$ cat src/rtl/soc_top_if.sv
// Board-side signal bundle for soc_top: push buttons and switches in,
// RGB state LEDs, echo LEDs and 7-segment display value out.
interface soc_top_if;
  logic        start_asin;
  logic        resume_asin;
  logic [15:0] in;
  logic [5:0]  color_leds;
  logic [15:0] leds;
  logic [15:0] display;

  modport master (
    output start_asin, resume_asin, in,
    input  color_leds, leds, display
  );

  modport slave (
    input  start_asin, resume_asin, in,
    output color_leds, leds, display
  );
endinterface

$ cat src/rtl/soc_top.sv
// Demo SoC top: Fibonacci print sequencer driven by start/resume buttons.
// Define SOC_TOP_DEBOUNCE_EN to insert the button debouncers.
module soc_top #(
  parameter int DEBOUNCE_CYCLES = 1000,
  parameter int DEFAULT_TERMS   = 10
) (
  input  logic       clk,
  input  logic       rst_asin,
  soc_top_if.slave   bus
);

  typedef enum logic [1:0] {IDLE, RUN, PRINT, DONE} state_t;

  localparam logic [5:0] COL_IDLE  = 6'b001_001;
  localparam logic [5:0] COL_RUN   = 6'b100_100;
  localparam logic [5:0] COL_PRINT = 6'b101_101;
  localparam logic [5:0] COL_DONE  = 6'b010_010;

  // Reset asserts immediately but releases only on a clock edge.
  logic [1:0] rst_sync;
  logic       rst_n;

  always_ff @(posedge clk or negedge rst_asin) begin
    if (!rst_asin) rst_sync <= 2'b00;
    else           rst_sync <= {rst_sync[0], 1'b1};
  end

  assign rst_n = rst_sync[1];

  // Bit 0 is start, bit 1 is resume throughout the button path.
  logic [1:0] sync0, sync1, level, level_prev, pulse;

  always_ff @(posedge clk or negedge rst_n) begin
    if (!rst_n) begin
      sync0 <= 2'b00;
      sync1 <= 2'b00;
    end else begin
      sync0 <= {bus.resume_asin, bus.start_asin};
      sync1 <= sync0;
    end
  end

`ifdef SOC_TOP_DEBOUNCE_EN
  localparam int CW = (DEBOUNCE_CYCLES > 1) ? $clog2(DEBOUNCE_CYCLES + 1) : 1;
  localparam logic [CW-1:0] CNT_LAST = CW'(DEBOUNCE_CYCLES - 1);

  logic [CW-1:0] deb_cnt [2];

  // A new level is accepted only after it has differed from the current one for the full window.
  always_ff @(posedge clk or negedge rst_n) begin
    if (!rst_n) begin
      level <= 2'b00;
      for (int i = 0; i < 2; i++) deb_cnt[i] <= '0;
    end else begin
      for (int i = 0; i < 2; i++) begin
        if (sync1[i] == level[i]) begin
          deb_cnt[i] <= '0;
        end else if (deb_cnt[i] >= CNT_LAST) begin
          level[i]   <= sync1[i];
          deb_cnt[i] <= '0;
        end else begin
          deb_cnt[i] <= deb_cnt[i] + 1'b1;
        end
      end
    end
  end
`else
  assign level = sync1;
`endif

  always_ff @(posedge clk or negedge rst_n) begin
    if (!rst_n) begin
      level_prev <= 2'b00;
      pulse      <= 2'b00;
    end else begin
      level_prev <= level;
      pulse      <= level & ~level_prev;
    end
  end

  state_t      state;
  logic [5:0]  color_q;
  logic [31:0] value, fib_a, fib_b;
  logic [4:0]  term_k, term_n;

  // Sequencer: RUN computes one term, PRINT holds it until the user resumes.
  always_ff @(posedge clk or negedge rst_n) begin
    if (!rst_n) begin
      state   <= IDLE;
      color_q <= COL_IDLE;
      value   <= '0;
      fib_a   <= '0;
      fib_b   <= 32'd1;
      term_k  <= '0;
      term_n  <= '0;
    end else begin
      case (state)
        IDLE, DONE: begin
          if (pulse[0]) begin
            term_n  <= (bus.in[4:0] == 5'd0) ? 5'(DEFAULT_TERMS) : bus.in[4:0];
            fib_a   <= '0;
            fib_b   <= 32'd1;
            term_k  <= '0;
            state   <= RUN;
            color_q <= COL_RUN;
          end
        end
        RUN: begin
          value   <= fib_a;
          fib_a   <= fib_b;
          fib_b   <= fib_a + fib_b;
          term_k  <= term_k + 5'd1;
          state   <= PRINT;
          color_q <= COL_PRINT;
        end
        PRINT: begin
          if (pulse[1]) begin
            if (term_k < term_n) begin
              state   <= RUN;
              color_q <= COL_RUN;
            end else begin
              state   <= DONE;
              color_q <= COL_DONE;
            end
          end
        end
        default: begin
          state   <= IDLE;
          color_q <= COL_IDLE;
        end
      endcase
    end
  end

  assign bus.color_leds = color_q;
  assign bus.display    = value[15:0];
  assign bus.leds       = (state == IDLE) ? bus.in : value[31:16];

endmodule

$ cat src/flat_wrapper.sv
// flat-port wrapper written by rule: the top's interface ports become plain ports
module soc_top_flat 
#(
  parameter int DEBOUNCE_CYCLES = 1000,
  parameter int DEFAULT_TERMS   = 10
)
  (clk, rst_asin, bus_start_asin, bus_resume_asin, bus_in, bus_color_leds, bus_leds, bus_display);
  soc_top_if bus_i ();
  input  logic clk;
  input  logic rst_asin;
  input wire logic [$bits(bus_i.start_asin)-1:0] bus_start_asin;
  input wire logic [$bits(bus_i.resume_asin)-1:0] bus_resume_asin;
  input wire logic [$bits(bus_i.in)-1:0] bus_in;
  output wire logic [$bits(bus_i.color_leds)-1:0] bus_color_leds;
  output wire logic [$bits(bus_i.leds)-1:0] bus_leds;
  output wire logic [$bits(bus_i.display)-1:0] bus_display;
  assign bus_i.start_asin = bus_start_asin;
  assign bus_i.resume_asin = bus_resume_asin;
  assign bus_i.in = bus_in;
  assign bus_color_leds = bus_i.color_leds;
  assign bus_leds = bus_i.leds;
  assign bus_display = bus_i.display;
  soc_top #(.DEBOUNCE_CYCLES(DEBOUNCE_CYCLES), .DEFAULT_TERMS(DEFAULT_TERMS)) u_core (.clk(clk), .rst_asin(rst_asin), .bus(bus_i));
endmodule
$ cat config.mk
export PLATFORM = sky130hd
export DESIGN_NAME = soc_top_flat
export DESIGN_NICKNAME = d
export VERILOG_FILES = /design/src/rtl/soc_top_if.sv /design/src/rtl/soc_top.sv /design/src/flat_wrapper.sv
export SDC_FILE = /design/constraint.sdc
export NUM_CORES = 1
export LEC_CHECK = 0
export BUFFER_PORTS_ARGS = -buffer_cell sky130_fd_sc_hd__buf_2
export CELL_PAD_IN_SITES_DETAIL_PLACEMENT = 1
export CELL_PAD_IN_SITES_GLOBAL_PLACEMENT = 2
export CORE_UTILIZATION = 43
export DETAILED_ROUTE_END_ITERATION = 7
export GPL_TIMING_DRIVEN = 0
export HOLD_SLACK_MARGIN = 0.02
export PLACE_DENSITY_LB_ADDON = 0.05
export SYNTH_ARGS = -nofsm -noshare
export SYNTH_HDL_FRONTEND = slang
export SYNTH_SLANG_ARGS = --single-unit
$ cat constraint.sdc
create_clock -name clk -period 8.3 [get_ports clk]
set_clock_uncertainty 0.15 [all_clocks]
set_input_delay 0 -clock clk [delete_from_list [all_inputs] [get_ports clk]]
set_output_delay 0 -clock clk [all_outputs]
set_load 0.03 [all_outputs]
### After elaboration in Yosys (flattened, before gate mapping)

Cells that the tools add are included.

* add/subtract/negate cells: 2
* magnitude comparators: 1
* equal/unequal tests: 5
* multiplexer cells: 16
* bitwise logic cells: 2
* reduce and logical (&&, ||, !) cells: 7

Operators by type and width (number)
* 32-bit case mux with 2 select lines: 2
* 32-bit 2-to-1 mux: 2
* 32-bit adder: 1
* 6-bit 2-to-1 mux: 3
* 6-bit case mux with 3 select lines: 1
* 16-bit 2-to-1 mux: 1
* 5-bit 2-to-1 mux: 2
* 5-bit case mux with 2 select lines: 1
* 2-bit 2-to-1 mux: 3
* 2-bit case mux with 3 select lines: 1
* 2-bit AND reduction: 3
* 5-bit by 1-bit adder with 5-bit output (second input constant): 1
* 5-bit logical NOT: 1
* 5-bit less-than comparator: 1
* 2-bit == test (second input constant): 2
* 2-bit by 1-bit != test with 1-bit output (second input constant): 2
* 2-bit AND: 1
* 2-bit by 1-bit == test with 1-bit output (second input constant): 1
* 2-bit logical NOT: 1
* 2-bit NOT: 1
* 2-bit nonzero test: 1
* 2-bit OR reduction: 1

* register bits after elaboration: 124
* input port bits: 20
* word-level logic and storage cells: 45

### Longest topological paths before layout

* depth after elaboration: 4
* mapped depth: 12
* gate-level depth less buffers: 12

### Worst setup path after synthesis

Ideal clock, no wire load.

* kind: reg2reg
* start point: register u_core.fib_b[0]
* end point: register u_core.fib_b[30]
* arrival: 2.577 ns
* required time: 8.016 ns
* setup slack: 5.439 ns
* stages on the path, launching flop included: 13
* period minus slack after synthesis: 2.861 ns
* cells stage by stage: dfstp_2 -> ha_1 -> inv_1 -> fa_1 -> nand2b_1 -> a21oi_2 -> o32ai_2 -> o22ai_2 -> a41o_1 -> o21ai_2 -> o41ai_2 -> xnor2_1 -> o21ai_0

* cells in the longest elaborated chain, start to end: 2

Ends and longest elaborated chain
* start, declared: RTL line soc_top.sv:83 `logic [31:0] value, fib_a, fib_b;`
* start signal, assigned: RTL line soc_top.sv:111 `fib_b <= fib_a + fib_b;`
* 32-bit adder: RTL line soc_top.sv:111
* 32-bit case mux with 2 select lines: RTL line soc_top.sv:97 `case (state)`

Every way passes these cells.
A chain may end at the register's enable or synchronous reset.

### Worst setup path after layout

Same ends and word-level chain as after synthesis.

==> out/results.tsv <==
stage	metric	value	unit
global_routing	grt_pass1_vias	4940	
synth	postSynthAreaPerCell	10.9	sq um
sta	fmax	0.300	GHz
layout	regArea	3030	sq um
cts	clk_pin_slew_worst_paths	60	ps
setup_path	start_kind	register	
global_routing	antenna_found_initial	0	
setup_path	path_max_fanout	4	
synth	ys_ff_latch	121	
cts	cts_tree	yes	
layout	fin_nets	735	
synth	ys_seq_area_share	47.4	%
sta	worstMarginPinSlew	836	ps
layout	fin_cells	871	
place	dp_hpwl	11300	microns
pwr	power_density	292	nW/um^2
setup_path	reg2reg_depth	12	
cts	cts.sinks	121	
cts	cts.path.max_buffers	2	
cts	cts_setup_buffers	0	
setup_path	criticalPathCategory	reg2reg	
synth	synthCells	586	
place	numPortBuffers	57	
cts	cts_max_level	4	
layout	syn_to_final_growth	18.9	%
die	die_w	124	microns
worst_hold_path	hold_path_depth	2	
cts	cts_root_buf	clkbuf_16	
global_routing	track_usage	22.1	%
sta	max-slew-margin-rel	44.3	%
setup_path	crit_family	compound AO/OA/AOI/OAI gates	
die	core_region_area	14500	sq um
die	start_util	44.0	%
layout	fillCellCount	1596	
setup_path	max_stage_delay	540	ps
sta	rsz0062_at_grt	no	
sta	finalCritPeriodShare	40.2	%
cts	insertion_delay	410	ps
pwr	vdd_drop_max	0.000175	V
sta	tns	0	ps
setup_path	crit_buf_inv	1	
setup_path	endpoint_kind	register	
route	drt_pass1_iterations	4	
sta	setup_viol	0	
die	die-area	15400	sq um
cts	cts_made_buffers	17	
die	die_y	124	microns
place	place.gp.congestion	0.825	
layout	layout-drive-gt1-share	25.5	%
sta	slew_viol_final	0	
pwr	seqPwrFrac	32.5	%
die	io_pins	58	
global_routing	grt_max_degree	63	
global_routing	grt-ovfl-total	0	
setup_path	cp.depth	12	
place	dpl.cell_count	828	
layout	final_common_cell	dfrtp_1	
synth	yosys_warnings	0	
layout	antenna_cells	0	
route	finalWirelength	15700	microns
sta	min_period	3330	ps
synth	netlist_area	6400	sq um
setup_path	cp.arrival	3460	ps
route	via_count	4786	
synth	yosysTopAreaCell	dfrtp_1	
global_routing	grt_pass1_wl	25600	microns
route	drc	0	
layout	final_cell_mix	118 x dfrtp_1, 60 x buf_2, 49 x mux2_2	
synth	synth_cell_types	62	
route	viasPerCell	5.49	
synth	synth.net_count	647	
setup_path	crit_slowest_cell	dfstp_2	
synth	synth_area_leaders	dfrtp_1 47%, mux2_2 8.6%, ha_1 7.8%	
outcome	outcome	finished, final reports clean	
pwr	clkPwrFrac	31.1	%
route	drt_iter0_drc	163	
synth	synth.top_cell.area_share	46.5	%
pwr	combPwrFrac	36.4	%
worst_hold_path	hold_class	in2reg	
setup_path	cp.required	8430	ps
layout	multiInputGateArea	3050	sq um
pwr	netSwitchingFraction	38.0	%
route	routedWlPerCell	18.1	microns
die	row_count	44	
job	max-cap-violations	0	
pwr	leakagePower	3.80	nW
synth	async_reset_ff_share	100	%
pwr	internal-power	1.38	mW
synth	synth_enable_flop_cells	0	
setup_path	crit_chain	ha_1 > inv_1 > fa_1 > nand2b_1 > a21oi_2 > o32ai_2 > o22ai_2 > a41o_1 > o21ai_2 > o41ai_2 > xnor2_1 > o21ai_0	
synth	ys.flop_type	dfrtp_1	
route	ant_nets	0	
sta	timing.final.hold_violations	0	
pwr	power_switching	0.843	mW
## worst paths after layout
kind	start	to	slack, ps
max	u_core.fib_b[0]	u_core.fib_b[30]	4970
min reg2reg	u_core.sync0[0]	u_core.level[0]	200
max reg2reg	u_core.fib_b[0]	u_core.fib_b[30]	4970
min	bus_resume_asin	u_core.sync0[1]	90
min in group asynchronous	u_core.rst_sync[1]	u_core.value[22]	290
max in group asynchronous	u_core.rst_sync[1]	u_core.fib_b[0]	6910
## synthesized netlist by cell type, types with 6 or more instances
cell,instances
nand2_1,47
clkbuf_1,19
mux2_2,49
a21oi_1,32
nand2b_1,7
nor2_1,13
xor2_1,16
buf_4,19
nand3_1,9
o21ai_0,47
a21o_1,13
dfrtp_1,119
a22o_1,34
inv_1,20
nor2b_1,6
ha_1,40
a31oi_1,6
xnor2_1,11
## layer usage
metal  up-vias  GRT usage, %  wire length (microns)
met1      2408          29.3                   7460
li1       2303             -                      -
met2        61          36.8                   7740
met4         0          5.21                    148
met5         -             0                      0
met3        14          4.67                    374
## stage by stage
stage | util [%] | setup slack (ps) | power [mW] | hold WS [ps] | cell area (sq um)
2_1_floorplan | - | 4530 | 1.28 | -446 | 6400
3_3_place_gp | 47.6 | 3100 | 1.50 | -365 | 6920
3_5_place_dp | 47.8 | 4990 | 1.54 | -358 | 6950
4_1_cts | 52.4 | 4960 | 2.25 | 65.2 | 7610
5_1_grt | 52.4 | 4720 | 2.36 | 95.3 | 7610
6_report | 52.4 | 4970 | 2.22 | 86.7 | 7610
## cell families (layout without fill, tap and decap cells)
logic type      count (synthesis)  after routing  share of synthesized area, %
compound gates                178            178                          19.3
other cells                     1              1                        0.0586
buf+inv                        64            165                          4.95
flops                         121            121                          47.4
mux                            49             49                          8.62
simple gates                  105            105                          7.90
xor+xnor                       27             27                          3.69
fa+ha+maj                      41             41                          8.13
## power groups by stage
| stage | Combinational [mW] | Clock [mW] | Sequential (mW) |
|---|---|---|---|
| after floorplan | 0.550 | 0 | 0.728 |
| after global placement | 0.770 | 0 | 0.731 |
| after detailed placement | 0.809 | 0 | 0.732 |
| after CTS | 0.822 | 0.707 | 0.723 |
| after global routing | 0.888 | 0.735 | 0.733 |
| final | 0.808 | 0.689 | 0.722 |
## registers in the layout, indices dropped and copies added (netlist names)
name                   count
u_core.rst_sync            2
u_core.bus.color_leds      3
u_core.value              32
u_core.term_k              5
u_core.fib_b              32
u_core.pulse               2
u_core.term_n              5
u_core.state               2
u_core.sync0               2
u_core.level_prev          2
u_core.level               2
u_core.fib_a              32
## repair_timing
| item | 4_1_cts | 5_1_grt |
|---|---|---|
| resized for setup | 0 | 0 |
| hold endpoints to repair | 9 | 0 |
| hold buffers | 11 | 0 |
## final cells by class
type	instances	share of cell area (%)
plain buffers	44	3.17
clock buffers	24	6.33
clock inverters	8	0.921
inverters	20	0.987
multi-input cells	401	40.1
flip-flops and latches	121	39.9
well taps	184	3.03
repair buffers	69	5.56
(Power assumes the default switching activity.)
